<file path="config.mk">
export PLATFORM = sky130hd
export DESIGN_NAME = relu_forward_flat
export DESIGN_NICKNAME = d
export VERILOG_FILES = /design/src/rtl/relu_forward_if.sv /design/src/rtl/relu_forward.sv /design/src/flat_wrapper.sv
export SDC_FILE = /design/constraint.sdc
export NUM_CORES = 2
export LEC_CHECK = 0
export CORE_UTILIZATION = 48
export CTS_CLUSTER_SIZE = 20
export DETAILED_ROUTE_END_ITERATION = 6
export GPL_ROUTABILITY_DRIVEN = 1
export PLACE_DENSITY = 0.74
export RECOVER_POWER = 100
export SYNTH_ARGS = -nofsm -noshare
export SYNTH_HDL_FRONTEND = slang
export SYNTH_SLANG_ARGS = --single-unit
</file>
<file path="constraint.sdc">
create_clock -name clk -period 27.5 [get_ports clk]
set_input_delay 5.5 -clock clk [delete_from_list [all_inputs] [get_ports clk]]
set_output_delay 5.5 -clock clk [all_outputs]
set_load 0.005 [all_outputs]
</file>
<file path="src/rtl/relu_forward_if.sv">
// Control (go/done) and source/destination memory request/done handshake bundle for relu_forward.
// master: the activation stage; slave: the controller plus memory side that serves it.
interface relu_forward_if #(
  parameter int ADDR_W = 32,
  parameter int DATA_W = 32
);
  logic              go;
  logic              done;
  logic [ADDR_W-1:0] src_region_begin;
  logic [ADDR_W-1:0] src_ptr;
  logic              src_r_en;
  logic              src_avail;
  logic              src_done;
  logic [DATA_W-1:0] src_data_load;
  logic [ADDR_W-1:0] dst_region_begin;
  logic [ADDR_W-1:0] dst_ptr;
  logic              dst_w_en;
  logic              dst_avail;
  logic              dst_done;
  logic [DATA_W-1:0] dst_data_store;

  modport master (
    input  go, src_region_begin, src_done, src_data_load, dst_region_begin, dst_done,
    output done, src_ptr, src_r_en, src_avail, dst_ptr, dst_w_en, dst_avail, dst_data_store
  );

  modport slave (
    output go, src_region_begin, src_done, src_data_load, dst_region_begin, dst_done,
    input  done, src_ptr, src_r_en, src_avail, dst_ptr, dst_w_en, dst_avail, dst_data_store
  );
endinterface

</file>
<file path="src/rtl/relu_forward.sv">
// Element-wise ReLU over a {rows, cols, data...} tensor, copying the header to the destination.
// Define RELU_LEAKY_EN to scale negative elements by 2^-LEAK_SHIFT instead of clamping them to zero.
module relu_forward #(
  parameter int DATA_W     = 32,
  parameter int ADDR_W     = 32,
  parameter int CNT_W      = 32,
  parameter int LEAK_SHIFT = 3
) (
  input  logic         clk,
  input  logic         rst,
  relu_forward_if.master bus
);

`ifdef RELU_LEAKY_EN
  localparam bit LEAKY = 1'b1;
`else
  localparam bit LEAKY = 1'b0;
`endif

  localparam logic [ADDR_W-1:0] ADDR_ONE = {{(ADDR_W-1){1'b0}}, 1'b1};
  localparam logic [CNT_W-1:0]  CNT_ONE  = {{(CNT_W-1){1'b0}}, 1'b1};
  localparam logic [CNT_W-1:0]  CNT_ZERO = {CNT_W{1'b0}};

  typedef enum logic [3:0] {
    S_WAIT = 4'd0,
    S_HR0  = 4'd1,
    S_HW0  = 4'd2,
    S_HR1  = 4'd3,
    S_HW1  = 4'd4,
    S_RD   = 4'd5,
    S_EX   = 4'd6,
    S_WR   = 4'd7,
    S_DONE = 4'd8
  } state_t;

  state_t            state_r;
  logic [ADDR_W-1:0] src_ptr_r;
  logic [ADDR_W-1:0] dst_ptr_r;
  logic              src_r_en_r;
  logic              dst_w_en_r;
  logic              done_r;
  logic [DATA_W-1:0] data_r;
  logic [DATA_W-1:0] x_r;
  logic [DATA_W-1:0] rows_r;
  logic [DATA_W-1:0] cols_r;
  logic [CNT_W-1:0]  count_r;
  logic [CNT_W-1:0]  idx_r;
  logic [CNT_W-1:0]  count_s;
  logic [CNT_W-1:0]  idx_next_s;

  function automatic logic [DATA_W-1:0] activate(input logic [DATA_W-1:0] x);
    logic [DATA_W-1:0] y;
    if (!x[DATA_W-1]) begin
      y = x;
    end else if (LEAKY) begin
      y = $unsigned($signed(x) >>> LEAK_SHIFT);
    end else begin
      y = {DATA_W{1'b0}};
    end
    return y;
  endfunction

  // Element count is taken modulo 2^CNT_W, so truncating the operands first is equivalent.
  assign count_s    = CNT_W'(rows_r) * CNT_W'(cols_r);
  assign idx_next_s = idx_r + CNT_ONE;

  // Sequencer: each request state spends one cycle with the request low, then holds it until done.
  always_ff @(posedge clk or posedge rst) begin
    if (rst) begin
      state_r    <= S_WAIT;
      src_ptr_r  <= {ADDR_W{1'b0}};
      dst_ptr_r  <= {ADDR_W{1'b0}};
      src_r_en_r <= 1'b0;
      dst_w_en_r <= 1'b0;
      done_r     <= 1'b0;
      data_r     <= {DATA_W{1'b0}};
      x_r        <= {DATA_W{1'b0}};
      rows_r     <= {DATA_W{1'b0}};
      cols_r     <= {DATA_W{1'b0}};
      count_r    <= CNT_ZERO;
      idx_r      <= CNT_ZERO;
    end else begin
      case (state_r)
        S_WAIT: begin
          if (bus.go) begin
            src_ptr_r <= bus.src_region_begin;
            dst_ptr_r <= bus.dst_region_begin;
            state_r   <= S_HR0;
          end
        end
        S_HR0: begin
          if (!src_r_en_r) begin
            src_r_en_r <= 1'b1;
          end else if (bus.src_done) begin
            rows_r     <= bus.src_data_load;
            data_r     <= bus.src_data_load;
            src_r_en_r <= 1'b0;
            src_ptr_r  <= src_ptr_r + ADDR_ONE;
            state_r    <= S_HW0;
          end
        end
        S_HW0: begin
          if (!dst_w_en_r) begin
            dst_w_en_r <= 1'b1;
          end else if (bus.dst_done) begin
            dst_w_en_r <= 1'b0;
            dst_ptr_r  <= dst_ptr_r + ADDR_ONE;
            state_r    <= S_HR1;
          end
        end
        S_HR1: begin
          if (!src_r_en_r) begin
            src_r_en_r <= 1'b1;
          end else if (bus.src_done) begin
            cols_r     <= bus.src_data_load;
            data_r     <= bus.src_data_load;
            src_r_en_r <= 1'b0;
            src_ptr_r  <= src_ptr_r + ADDR_ONE;
            state_r    <= S_HW1;
          end
        end
        S_HW1: begin
          if (!dst_w_en_r) begin
            dst_w_en_r <= 1'b1;
          end else if (bus.dst_done) begin
            dst_w_en_r <= 1'b0;
            dst_ptr_r  <= dst_ptr_r + ADDR_ONE;
            count_r    <= count_s;
            idx_r      <= CNT_ZERO;
            if (count_s == CNT_ZERO) begin
              done_r  <= 1'b1;
              state_r <= S_DONE;
            end else begin
              state_r <= S_RD;
            end
          end
        end
        S_RD: begin
          if (!src_r_en_r) begin
            src_r_en_r <= 1'b1;
          end else if (bus.src_done) begin
            x_r        <= bus.src_data_load;
            src_r_en_r <= 1'b0;
            src_ptr_r  <= src_ptr_r + ADDR_ONE;
            state_r    <= S_EX;
          end
        end
        S_EX: begin
          data_r  <= activate(x_r);
          state_r <= S_WR;
        end
        S_WR: begin
          if (!dst_w_en_r) begin
            dst_w_en_r <= 1'b1;
          end else if (bus.dst_done) begin
            dst_w_en_r <= 1'b0;
            dst_ptr_r  <= dst_ptr_r + ADDR_ONE;
            idx_r      <= idx_next_s;
            if (idx_next_s == count_r) begin
              done_r  <= 1'b1;
              state_r <= S_DONE;
            end else begin
              state_r <= S_RD;
            end
          end
        end
        S_DONE: begin
          if (!bus.go) begin
            done_r  <= 1'b0;
            state_r <= S_WAIT;
          end
        end
        default: begin
          src_r_en_r <= 1'b0;
          dst_w_en_r <= 1'b0;
          done_r     <= 1'b0;
          state_r    <= S_WAIT;
        end
      endcase
    end
  end

  assign bus.done           = done_r;
  assign bus.src_ptr        = src_ptr_r;
  assign bus.src_r_en       = src_r_en_r;
  assign bus.src_avail      = src_r_en_r;
  assign bus.dst_ptr        = dst_ptr_r;
  assign bus.dst_w_en       = dst_w_en_r;
  assign bus.dst_avail      = dst_w_en_r;
  assign bus.dst_data_store = data_r;

endmodule

</file>
<file path="src/flat_wrapper.sv">
// flat-port wrapper written by rule: the top's interface ports become plain ports
module relu_forward_flat 
#(
  parameter int DATA_W     = 32,
  parameter int ADDR_W     = 32,
  parameter int CNT_W      = 32,
  parameter int LEAK_SHIFT = 3
)
  (clk, rst, bus_go, bus_src_region_begin, bus_src_done, bus_src_data_load, bus_dst_region_begin, bus_dst_done, bus_done, bus_src_ptr, bus_src_r_en, bus_src_avail, bus_dst_ptr, bus_dst_w_en, bus_dst_avail, bus_dst_data_store);
  relu_forward_if #(.ADDR_W(ADDR_W), .DATA_W(DATA_W)) bus_i ();
  input  logic clk;
  input  logic rst;
  input wire logic [$bits(bus_i.go)-1:0] bus_go;
  input wire logic [$bits(bus_i.src_region_begin)-1:0] bus_src_region_begin;
  input wire logic [$bits(bus_i.src_done)-1:0] bus_src_done;
  input wire logic [$bits(bus_i.src_data_load)-1:0] bus_src_data_load;
  input wire logic [$bits(bus_i.dst_region_begin)-1:0] bus_dst_region_begin;
  input wire logic [$bits(bus_i.dst_done)-1:0] bus_dst_done;
  output wire logic [$bits(bus_i.done)-1:0] bus_done;
  output wire logic [$bits(bus_i.src_ptr)-1:0] bus_src_ptr;
  output wire logic [$bits(bus_i.src_r_en)-1:0] bus_src_r_en;
  output wire logic [$bits(bus_i.src_avail)-1:0] bus_src_avail;
  output wire logic [$bits(bus_i.dst_ptr)-1:0] bus_dst_ptr;
  output wire logic [$bits(bus_i.dst_w_en)-1:0] bus_dst_w_en;
  output wire logic [$bits(bus_i.dst_avail)-1:0] bus_dst_avail;
  output wire logic [$bits(bus_i.dst_data_store)-1:0] bus_dst_data_store;
  assign bus_i.go = bus_go;
  assign bus_i.src_region_begin = bus_src_region_begin;
  assign bus_i.src_done = bus_src_done;
  assign bus_i.src_data_load = bus_src_data_load;
  assign bus_i.dst_region_begin = bus_dst_region_begin;
  assign bus_i.dst_done = bus_dst_done;
  assign bus_done = bus_i.done;
  assign bus_src_ptr = bus_i.src_ptr;
  assign bus_src_r_en = bus_i.src_r_en;
  assign bus_src_avail = bus_i.src_avail;
  assign bus_dst_ptr = bus_i.dst_ptr;
  assign bus_dst_w_en = bus_i.dst_w_en;
  assign bus_dst_avail = bus_i.dst_avail;
  assign bus_dst_data_store = bus_i.dst_data_store;
  relu_forward #(.DATA_W(DATA_W), .ADDR_W(ADDR_W), .CNT_W(CNT_W), .LEAK_SHIFT(LEAK_SHIFT)) u_core (.clk(clk), .rst(rst), .bus(bus_i));
endmodule
</file>
==> results_dict.tcl <==
set metrics [dict create \
    cp-start-kind "input pin" \
    path_max_fanout 121 \
    die_w_um 249 \
    clkTransAtPathRegs_ns 0.06 \
    end_kind "asynchronous set/reset pin" \
    min_from "u_core.count_r[2]" \
    yosys-top-cells-area "fa_1, dfrtp_1, and2_1, ha_1, nand2_1" \
    setup_viol 0 \
    cts_resized 0 \
    syn_inst 3203 \
    wire_per_inst_um 19.5 \
    fp-row-count 90 \
    dr.pass1.iters 6 \
    ff2ff_setup_slack_ns 18.49 \
    ys.warnings.count 0 \
    synthXorXnorAreaFrac 0.0403 \
    finalCritPeriodShare 0.544 \
    holdPathStages 2 \
    violations "capacitance limit, slew limit" \
    setup_tns_ns 0 \
    drc 0 \
    area_delta_synth_final_pct 12.0 \
    gp_congestion 0.928 \
    fin_crit_ns 14.97 \
    die_area_mm2 0.0618 \
    synth_top_area_cell "fa_1" \
    grt_pass1_wl_um 130000 \
    synth_compound_area_frac 0.0993 \
    synthAdderAreaFrac 0.334 \
    synth.cell_area_mm2 0.0292 \
    maxSlewViolCount 572 \
    cts_buffer_depth 3 \
    hold_end "u_core.count_r[2]" \
    ys_ff_latch 263 \
    rsz0062_at_grt "no" \
    grt_pass1_vias 23600 \
    arrival_ns 14.89 \
    cap_violations 10 \
    avgSynthCellArea_um2 9.11 \
    ios 202 \
    yosys.cell_types.count 68 \
    worstReg2RegEnd "u_core.state_r[2]" \
    cts_tree "done" \
    reg2reg_depth 25 \
    cts_max_level 1 \
    syn-num-nets 3838 \
    wl_um 79600 \
    grt-ovfl-total 0 \
    ys.flop_type "dfrtp_1" \
    clkSinkCount 263 \
    hold_viol 0 \
    cts_buffers 31 \
    yosysTopAreaCellShare 0.280 \
    antenna_found_initial 3 \
    initial_utilization 0.484 \
    die-height_um 249 \
    dp_hpwl_um 60400 \
    final_cell_count_no_fill 4083 \
    core_mm2 0.0602 \
    worstPathRequired_ns 27.42 \
    io_buffers 201 \
    synth_mux_area_frac 0.0377 \
    fin_worst_skew_ns 0.0180 \
    drive_gt1_frac 0.0576 \
    initialDrtViolationCount 1583 \
    async_flop_share 1.00 \
    timing.rr.start "u_core.cols_r[3]" \
    ctsHoldBuffers 0 \
    synth_edf_count 0 \
    relSlewSlack -2.69 \
    cts-root-buf "clkbuf_16" \
    crit_type "input pin to asynchronous set/reset pin" \
    track_usage 0.264 \
    routed_via_density 5.63 \
    status "finished, violations left" \
    ant_nets 0 \
    grt_max_degree 122 \
    yosys.area_share.simple 0.185 \
    vias 23000 \
    fin_nets 3911 \
    fmax_mhz 66.8 \
    numPlacedInstances 4025 \
    hold_path.class "flip-flop to flip-flop" \
    worst_pin_slew_ns 5.51 \
    ys_seq_area_frac 0.226 \
    insertion_delay_ns 0.59 \
    synth_top_family_by_area "adder cells" \
    cts_setup_buffers 0 \
]
registers in the layout, summed over array words and instances, names as in the netlist:
name,flops
u_core.bus.dst_data_store,32
u_core.bus.dst_ptr,32
u_core.bus.src_ptr,32
u_core.cols_r,32
u_core.count_r,32
u_core.idx_r,32
u_core.rows_r,32
u_core.x_r,32
u_core.state_r,4
u_core.bus.done,1
u_core.bus.dst_avail,1
u_core.bus.src_avail,1
layer usage:
| layer | global-route usage | part of all wire | up-vias |
|---|---|---|---|
| met2 | 0.443 | 0.49 | 790 |
| met4 | 0.0795 | 0.034 | 2 |
| met3 | 0.0376 | 0.062 | 181 |
| met5 | 0 | 0.00019 | - |
| met1 | 0.354 | 0.42 | 11600 |
| li1 | - | - | 10400 |
Yosys cell counts, types with 4 or more instances:
cell,count
mux2_2,96
and3_1,17
and2_1,294
nand2_1,414
o22ai_1,31
o2111ai_1,5
ha_1,126
a31oi_1,10
o32ai_1,4
nor4_1,13
o31ai_1,19
buf_4,4
nor3b_1,35
nand4_1,30
a211o_1,4
nor2_1,127
buf_2,10
nor2b_1,6
a21o_1,14
clkbuf_1,171
a22oi_1,4
a21oi_1,219
nand2b_1,8
fa_1,408
inv_1,409
xor2_1,36
buf_1,7
a211oi_1,7
and4_1,10
xnor2_1,93
nor3_1,29
dfrtp_1,263
o41ai_1,5
o21ai_0,136
o21a_1,9
or3_1,8
nand3_1,58
o211ai_1,10
or2_2,7
placed cells by master (no fill, tap or decap), types with 14 or more instances in the layout:
master / netlist / final
a21o_1: 14 / 14
fa_1: 408 / 408
dlygate4sd3_1: 0 / 105
xor2_1: 36 / 36
dfrtp_1: 263 / 263
o31ai_1: 19 / 20
nand3_1: 58 / 58
nand2_1: 414 / 414
clkdlybuf4s50_1: 0 / 96
nand4_1: 30 / 30
ha_1: 126 / 126
nor3b_1: 35 / 35
and3_1: 17 / 17
buf_4: 4 / 19
nor2_1: 127 / 124
o22ai_1: 31 / 31
clkbuf_1: 171 / 14
clkbuf_16: 0 / 31
o21ai_0: 136 / 136
and2_1: 294 / 293
mux2_2: 96 / 96
nor3_1: 29 / 29
inv_1: 409 / 408
a21oi_1: 219 / 217
xnor2_1: 93 / 93
layout make-up:
class / count / area, µm²
clock inverters: 13 / 146
multi-input cells: 2338 / 20300
flip-flops and latches: 263 / 6580
clock buffers: 42 / 907
well taps: 782 / 978
diodes: 3 / 7.51
fillers: 5366 / 27600
repair buffers: 232 / 2200
inverters: 410 / 1540
how the worst max path moves through the flow:
| stage | from | to | slack, ns | cells past startpoint |
|---|---|---|---|---|
| 6_report | rst | u_core.x_r[11] | 12.53 | 4 |
| 5_1_grt | rst | u_core.cols_r[5] | 10.35 | 4 |
| 4_1_cts | u_core.cols_r[6] | u_core.state_r[2] | 18.89 | 25 |
| 3_5_place_dp | u_core.cols_r[6] | u_core.state_r[2] | 18.93 | 25 |
| 3_3_place_gp | rst | u_core.x_r[28] | 18.92 | 4 |
| 2_1_floorplan | rst | u_core.bus.done | 14.76 | 1 |
worst max-delay path, stage by stage:
cell	delay [ns]
dlygate4sd3_1	0.55
clkinvlp_2	3.05
clkbuf_1	3.12
clkbuf_1	2.60
kinds of logic (layout without fill, tap and decap cells):
| logic type | after synthesis | after routing |
|---|---|---|
| compound gates | 502 | 502 |
| simple gates | 1073 | 1073 |
| xor+xnor | 131 | 131 |
| other cells | 0 | 3 |
| fa+ha+maj | 534 | 534 |
| mux | 98 | 98 |
| buf+inv | 602 | 697 |
| flops | 263 | 263 |
per-stage QoR:
step	utilization	instance area (µm²)	worst slack, ns	hold WS, ns
global route	0.543	32700	10.35	0.508
detailed placement	0.526	31700	18.93	0.484
floorplan	-	29200	14.76	0.465
finish	0.543	32700	12.53	0.494
CTS	0.544	32800	18.89	0.499
global placement	0.526	31700	18.92	0.481
Power is not shown: default switching activity piles up to over one toggle a cycle in this logic, so the estimate is an artifact.
